===== src/rtl/set_mode_ctrl.sv =====
// Set-mode controller for the clock/calendar: cycles through the field-select states on mode presses,
// turns up/down presses into inc/dec pulses with auto-repeat, and abandons set mode after idle seconds.
module set_mode_ctrl #(
  parameter int REPEAT_DELAY = 25000000,
  parameter int REPEAT_RATE  = 5000000,
  parameter int TIMEOUT_S    = 30
) (
  input  logic       clk,
  input  logic       rst_n,
  input  logic       btn_mode,
  input  logic       btn_up,
  input  logic       btn_down,
  input  logic       tick_1hz,
  output logic [5:0] set_sel,
  output logic       inc,
  output logic       dec,
  output logic       set_active,
  output logic       blink
);

  localparam int REP_MAX = (REPEAT_DELAY > REPEAT_RATE) ? REPEAT_DELAY : REPEAT_RATE;
  localparam int REP_W   = $clog2(REP_MAX + 1);
  localparam int IDLE_W  = $clog2(TIMEOUT_S + 1);
  localparam logic [REP_W-1:0]  DELAY_LAST = REP_W'(REPEAT_DELAY - 1);
  localparam logic [REP_W-1:0]  RATE_LAST  = REP_W'(REPEAT_RATE - 1);
  localparam logic [IDLE_W-1:0] IDLE_LAST  = IDLE_W'(TIMEOUT_S - 1);

  typedef enum logic [2:0] {
    RUN, SET_YEAR, SET_MONTH, SET_DAY, SET_HOUR, SET_MIN, SET_SEC
  } state_t;

  state_t             state_q, state_d;
  logic               armed_q, armed_d;
  logic               mode_prev_q, mode_prev_d;
  logic               up_prev_q, up_prev_d;
  logic               down_prev_q, down_prev_d;
  logic [REP_W-1:0]   rep_cnt_q, rep_cnt_d;
  logic               rep_first_q, rep_first_d;
  logic [IDLE_W-1:0]  idle_q, idle_d;
  logic [5:0]         set_sel_q, set_sel_d;
  logic               inc_q, inc_d;
  logic               dec_q, dec_d;
  logic               set_active_q, set_active_d;
  logic               blink_q, blink_d;

  logic in_set, mode_edge, up_edge, down_edge, released, single;
  logic rep_clear, rep_hit, pulse_ok, activity, timeout;

  always_comb begin
    in_set    = (state_q != RUN);
    // armed_q stays low for the first cycle after reset so a held button only loads history
    mode_edge = armed_q & btn_mode & ~mode_prev_q;
    up_edge   = armed_q & btn_up & ~up_prev_q;
    down_edge = armed_q & btn_down & ~down_prev_q;
    released  = (up_prev_q & ~btn_up) | (down_prev_q & ~btn_down);
    single    = btn_up ^ btn_down;

    rep_clear = ~in_set | ~armed_q | mode_edge | ~single | up_edge | down_edge | released;
    rep_hit   = ~rep_clear & (rep_cnt_q == (rep_first_q ? DELAY_LAST : RATE_LAST));
    pulse_ok  = in_set & ~mode_edge;
    inc_d     = pulse_ok & btn_up & ~btn_down & (up_edge | rep_hit);
    dec_d     = pulse_ok & btn_down & ~btn_up & (down_edge | rep_hit);
    activity  = mode_edge | up_edge | down_edge | rep_hit;
    timeout   = in_set & tick_1hz & ~activity & (idle_q == IDLE_LAST);

    armed_d     = 1'b1;
    mode_prev_d = btn_mode;
    up_prev_d   = btn_up;
    down_prev_d = btn_down;

    if (rep_clear | timeout) begin
      rep_cnt_d   = '0;
      rep_first_d = 1'b1;
    end else if (rep_hit) begin
      rep_cnt_d   = '0;
      rep_first_d = 1'b0;
    end else begin
      rep_cnt_d   = rep_cnt_q + REP_W'(1);
      rep_first_d = rep_first_q;
    end

    if (~in_set | activity | timeout) begin
      idle_d = '0;
    end else if (tick_1hz) begin
      idle_d = idle_q + IDLE_W'(1);
    end else begin
      idle_d = idle_q;
    end

    // a mode press takes priority over a coincident timeout
    state_d = state_q;
    if (mode_edge) begin
      case (state_q)
        RUN:       state_d = SET_YEAR;
        SET_YEAR:  state_d = SET_MONTH;
        SET_MONTH: state_d = SET_DAY;
        SET_DAY:   state_d = SET_HOUR;
        SET_HOUR:  state_d = SET_MIN;
        SET_MIN:   state_d = SET_SEC;
        default:   state_d = RUN;
      endcase
    end else if (timeout) begin
      state_d = RUN;
    end

    case (state_d)
      SET_YEAR:  set_sel_d = 6'b100000;
      SET_MONTH: set_sel_d = 6'b010000;
      SET_DAY:   set_sel_d = 6'b001000;
      SET_HOUR:  set_sel_d = 6'b000100;
      SET_MIN:   set_sel_d = 6'b000010;
      SET_SEC:   set_sel_d = 6'b000001;
      default:   set_sel_d = 6'b000000;
    endcase
    set_active_d = |set_sel_d;

    if ((state_d == RUN) || (state_d != state_q) || inc_d || dec_d) begin
      blink_d = 1'b1;
    end else if (tick_1hz) begin
      blink_d = ~blink_q;
    end else begin
      blink_d = blink_q;
    end
  end

  always_ff @(posedge clk or negedge rst_n) begin
    if (!rst_n) begin
      state_q      <= RUN;
      armed_q      <= 1'b0;
      mode_prev_q  <= 1'b0;
      up_prev_q    <= 1'b0;
      down_prev_q  <= 1'b0;
      rep_cnt_q    <= '0;
      rep_first_q  <= 1'b1;
      idle_q       <= '0;
      set_sel_q    <= 6'b000000;
      inc_q        <= 1'b0;
      dec_q        <= 1'b0;
      set_active_q <= 1'b0;
      blink_q      <= 1'b1;
    end else begin
      state_q      <= state_d;
      armed_q      <= armed_d;
      mode_prev_q  <= mode_prev_d;
      up_prev_q    <= up_prev_d;
      down_prev_q  <= down_prev_d;
      rep_cnt_q    <= rep_cnt_d;
      rep_first_q  <= rep_first_d;
      idle_q       <= idle_d;
      set_sel_q    <= set_sel_d;
      inc_q        <= inc_d;
      dec_q        <= dec_d;
      set_active_q <= set_active_d;
      blink_q      <= blink_d;
    end
  end

  assign set_sel    = set_sel_q;
  assign inc        = inc_q;
  assign dec        = dec_q;
  assign set_active = set_active_q;
  assign blink      = blink_q;

endmodule


===== config.mk =====
export PLATFORM = sky130hd
export DESIGN_NAME = set_mode_ctrl
export DESIGN_NICKNAME = d
export VERILOG_FILES = /design/src/rtl/set_mode_ctrl.sv
export SDC_FILE = /design/constraint.sdc
export NUM_CORES = 1
export LEC_CHECK = 0
export CORE_MARGIN = 4
export CORE_UTILIZATION = 40
export CTS_CLUSTER_DIAMETER = 60
export DETAILED_ROUTE_END_ITERATION = 12
export GPL_ROUTABILITY_DRIVEN = 0
export GPL_TIMING_DRIVEN = 0
export SLEW_MARGIN = 20
export SYNTH_ARGS = -nofsm -noshare
export SYNTH_HDL_FRONTEND = slang
export SYNTH_SLANG_ARGS = --single-unit

===== constraint.sdc =====
create_clock -name clk -period 2.57 [get_ports clk]
set_clock_uncertainty 0.1 [all_clocks]
set_input_delay 0.514 -clock clk [delete_from_list [all_inputs] [get_ports clk]]
set_output_delay 0.514 -clock clk [all_outputs]
set_load 0.03 [all_outputs]

# == Yosys cells after proc, flatten, opt, wreduce, memory -nomap -nowiden ==
# Cells that the tools add are included.
# op_classes
n_addsub,2
n_eq_ne,14
mux,13
n_bitwise,47
reduce_logical,10
# ops
op,count
$mux W25,3
$pmux W6 S6,1
$add A25 B1 Y25 const B,1
$eq A25 B25 Y1,1
$and A1 B1 Y1,19
$pmux W3 S6,1
$eq A3 B3 Y1 const B,5
$or A1 B1 Y1,15
$eq A3 B2 Y1 const B,4
$not A1 Y1,12
$mux W5,2
$eq A3 B1 Y1 const B,2
$logic_not A3 Y1,2
$mux W3,2
$reduce_bool A2 Y1,3
$reduce_or A6 Y1,1
$add A5 B1 Y5 const B,1
$eq A5 B5 Y1 const B,1
$mux W1,4
$logic_or A1 B1 Y1,3
$ne A3 B3 Y1,1
$reduce_bool A3 Y1,1
$xor A1 B1 Y1,1
# word_totals
reg_bits,48
inputBits,6
output_inout_bits,10
elab_cells,99

# == Longest topological paths before layout ==
# depth
depth_word,21
ltp_mapped,9

# == Least setup slack after synthesis ==
# OpenSTA, ideal clock, no wires.
# synth_path
path_type,input-to-reg
from,input port tick_1hz
to,register rep_cnt_q[13]
setup_ns,0.073
t_arrival_ns,1.725
required_time_ns,2.397
path_slack_ns,0.673
stages,8
n_path_buf,3
path_cell_list,buf_2 and3_1 nand3_1 nor3_2 or3_1 buf_6 buf_6 nor2_1
# synth_between
elab_chain_cells,5
# synth_lines
item,line,text
from (decl),13,"input logic tick_1hz,"
$and A1 B1 Y1 (3 in series),64,timeout = in_set & tick_1hz & ~activity & (idle_q == IDLE_LAST);
$or A1 B1 Y1,71,if (rep_clear | timeout) begin
$mux W25,71,
via rep_cnt_d[13],37,"logic [REP_W-1:0] rep_cnt_q, rep_cnt_d;"
to (signal assigned),147,rep_cnt_q <= rep_cnt_d;
to (decl),37,
# The timed path passes the listed nets, and every way through them passes these cells.
# A chain may end at the register's enable or synchronous reset.

# == Worst setup path after layout ==
# layout_path
from,input port btn_down
to,register set_sel_q[2] (netlist: set_sel[2])
# layout_between
elab_chain_cells,16
elab_cells_between_ends,27
cone_classes,eq/ne (6); mux (3); bitwise (18)
# layout_lines
item,line,text
from (decl),12,"input logic btn_down,"
$xor A1 B1 Y1,56,single = btn_up ^ btn_down;
$not A1 Y1,58,rep_clear = ~in_set | ~armed_q | mode_edge | ~single | up_edge | down_edge | released;
$or A1 B1 Y1 (4 in series),58,
$not A1 Y1,59,rep_hit = ~rep_clear & (rep_cnt_q == (rep_first_q ? DELAY_LAST : RATE_LAST));
$and A1 B1 Y1,59,
$or A1 B1 Y1 *,63,activity = mode_edge | up_edge | down_edge | rep_hit;
$not A1 Y1 *,64,
$and A1 B1 Y1 * (2 in series),64,
$mux W3 *,102,end else if (timeout) begin
$mux W3 *,92,if (mode_edge) begin
"$eq A3 B3 Y1, or another cell as far along",106,case (state_d)
$pmux W6 S6 *,106,
via set_sel_d[2],40,"logic [5:0] set_sel_q, set_sel_d;"
to (signal assigned),150,set_sel_q <= set_sel_d;
to (decl),40,
# Mark *: on every way through the listed nets, which the timed path passes. The rest lies on a longest branch.

==> run_results.csv <==
group,metric,value,unit
grt,grt-ovfl-total,0,
worst_setup_path,worst_path_largest_cell_delay,0.56,ns
finish,num-nets-final,267,
drt,avgRoutedWirePerCell,13.6,µm
finish,drive_above_1_share,9.65,%
clock_tree,numCtsBuffers,5,
power,leakage,1.12,nW
grt,antenna_found_initial,0,
worst_setup_path,path_cells,"clkdlybuf4s50_1 -> nor4bb_1 -> o2111ai_1 -> a211o_1 -> buf_2 -> and2_4 -> o31ai_1",
floorplanning,rows,27,
drt,final_antenna_net_count,0,
flow_run,drv_cap,0,
sta,finalHoldViolCount,0,
run_status,status,"finished, final reports clean",
yosys,synth_edf_count,0,
floorplanning,die-area,7280,µm²
place,dp.cells,323,
yosys,netlist.area_leader.share,48.1,%
worst_setup_path,arrival,2.43,ns
drt,dr_total_vias,1738,
clock_tree,clkTransAtPathRegs,0.10,ns
worst_setup_path,cp-start-kind,"primary input",
yosys,yosysWarnings,0,
floorplanning,coreArea,5640,µm²
place,portBuffers,14,
floorplanning,chipWidth,85.3,µm
grt,first_global_vias,1752,
clock_tree,cts_max_path_buffers,2,
sta,fmax,432,MHz
clock_tree,cts_sinks,48,
yosys,synth_cells,236,
yosys,netlist_area,2390,µm²
sta,post-route-period-util,90.0,%
sta,drv_slew,0,
grt,grt_pass1_wl,8050,µm
yosys,synthArstFlopShare,100,%
drt,drt-initial-drc-count,47,
yosys,syn_nets,245,
yosys,synth_cell_types,44,
finish,syn2layout_area_growth,15.8,%
sta,tns,0,ns
place,dpl.hpwl,3250,µm
worst_setup_path,cp_max_fo,10,
worst_setup_path,crit_type,"in -> reg",
yosys,ys_seq_area_share,50.3,%
yosys,ys_ff_latch,48,
min_path,hp-class,"in -> async",
clock_tree,cts_resized,0,
clock_tree,htreeDepth,2,
grt,grt_max_degree,26,
clock_tree,tritoncts,"yes",
clock_tree,clock_latency,0.30,ns
power,power_density,719,nW/µm²
worst_setup_path,worst-path-buf-inv,2,
yosys,synth_ff_type,"dfrtp_1",
worst_setup_path,cp_slowest_cell,"clkdlybuf4s50_1",
drt,drt_pass1_iterations,4,
worst_setup_path,critPathRequiredTime,2.69,ns
clock_tree,cts-root-buf,"clkbuf_8",
sta,worst_pin_slew,0.909,ns
floorplanning,ios,16,
yosys,avgSynthCellArea,10.1,µm²
finish,mostFrequentLayoutCell,"dfrtp_1",
drt,route.detailed.drc,0,
drt,via_per_inst,5.25,
yosys,synth_top_area_cell,"dfrtp_1",
yosys,synth_area_leaders,"dfrtp_1 48%, xor2_1 7.7%, nor2_1 6.3%, nand4_1 3.7%, xnor2_1 2.9%",
finish,postLayoutCoreUtil,49.1,%
floorplanning,start_util,42.4,%
clock_tree,post_cts_buffers,0,
finish,diodes,0,
finish,final_cell_mix,"46 x dfrtp_1, 40 x nor2_1, 21 x xor2_1, 14 x nand4_1",
grt,grt_use_total,13.8,%
worst_setup_path,endpoint_kind,"flip-flop",
clock_tree,cts_hold_buffers,0,
sta,maxSlewHeadroom,38.8,%
finish,layout.cells.non_filler,331,
drt,totalWireLength,4510,µm
power,peakVddDrop,0.000367,V
floorplanning,die-height,85.3,µm
sta,rsz0062_at_grt,"false",
worst_setup_path,cpLargestDelayFamily,"buffers and inverters",
sta,setup_violations,0,
sta,finalCriticalPeriod,2.31,ns
-- metrics by stage --
stage | cell area (µm²) | hold WS (ns) | total power [mW] | worst slack (ns)
finish | 2770 | 0.0901 | 1.99 | 0.256
global route | 2770 | 0.124 | 2.11 | 0.0825
CTS | 2770 | 0.101 | 2.02 | 0.240
detailed placement | 2640 | 0.393 | 1.37 | -0.0691
global placement | 2620 | 0.389 | 1.36 | -0.540
floorplan | 2390 | 0.118 | 1.20 | 0.673
-- layout make-up --
| class | count | area, µm² |
|---|---|---|
| flip-flops and latches | 48 | 1200 |
| repair buffers | 15 | 155 |
| fillers | 521 | 2870 |
| plain buffers | 7 | 58.8 |
| clock buffers | 6 | 72.6 |
| well taps | 72 | 90.1 |
| inverters | 7 | 26.3 |
| multi-input cells | 174 | 1100 |
| clock inverters | 2 | 60.1 |
-- power by group --
| part | leakage, nW | switching, mW | total [mW] | internal, mW |
|---|---|---|---|---|
| logic | 0.411 | 0.264 | 0.448 | 0.184 |
| registers | 0.642 | 0.0642 | 0.902 | 0.838 |
| clock network | 0.0654 | 0.252 | 0.641 | 0.389 |
-- path summary, 6_finish.rpt --
| check | startpoint | slack [ns] | to | depth (start not counted) |
|---|---|---|---|---|
| worst max register to register | rep_cnt_q[0] | 0.38 | rep_cnt_q[16] | 6 |
| worst max-delay path | btn_down | 0.26 | set_sel[2] | 7 |
| worst min register to register | rep_cnt_q[0] | 0.40 | rep_cnt_q[0] | 1 |
| min in group clk | rep_cnt_q[0] | 0.40 | rep_cnt_q[0] | 1 |
| worst min-delay path | rst_n | 0.09 | rep_cnt_q[21] | 1 |
| max in group asynchronous | rst_n | 1.75 | rep_cnt_q[7] | 2 |
-- cell usage after synthesis, types with 3 or more instances --
cell type and n:
dfrtp_1 46, nor2_1 40, xor2_1 21, nand4_1 14, nand2_1 13, nand3_1 11
nand2b_1 8, xnor2_1 8, inv_1 7, nor4_1 5, nor4bb_1 5, a21oi_1 4
o21ai_0 4, o22ai_1 4, a211oi_1 3, and4_1 3, and4b_1 3, ha_1 3
nor3_1 3
-- registers in the layout, summed over array words and instances, names as in the netlist, 3 cells and up --
register / count
idle_q: 5
rep_cnt_q: 25
set_sel: 6
state_q: 3
-- per-layer routing --
layer	vias to the layer above	GRT usage (%)	part of all wire (%)
met3	4	3.20	3.9
li1	870	-	-
met4	0	4.75	1.4
met5	-	0	0
met2	27	21.3	46
met1	837	18.8	49
-- logic make-up (layout without fill, tap and decap cells) --
family,after synthesis,after routing,synth area share [%]
and+or+nand+nor,119,119,27.5
DFF,48,48,50.3
xor gates and xnor gates,29,29,10.6
AOI/OAI and AO/OA,22,22,6.28
buffers and inverters,14,37,3.56
adders and majority gates,3,3,1.57
other,1,1,0.157
No activity file was read; power rests on OpenSTA's default activity.
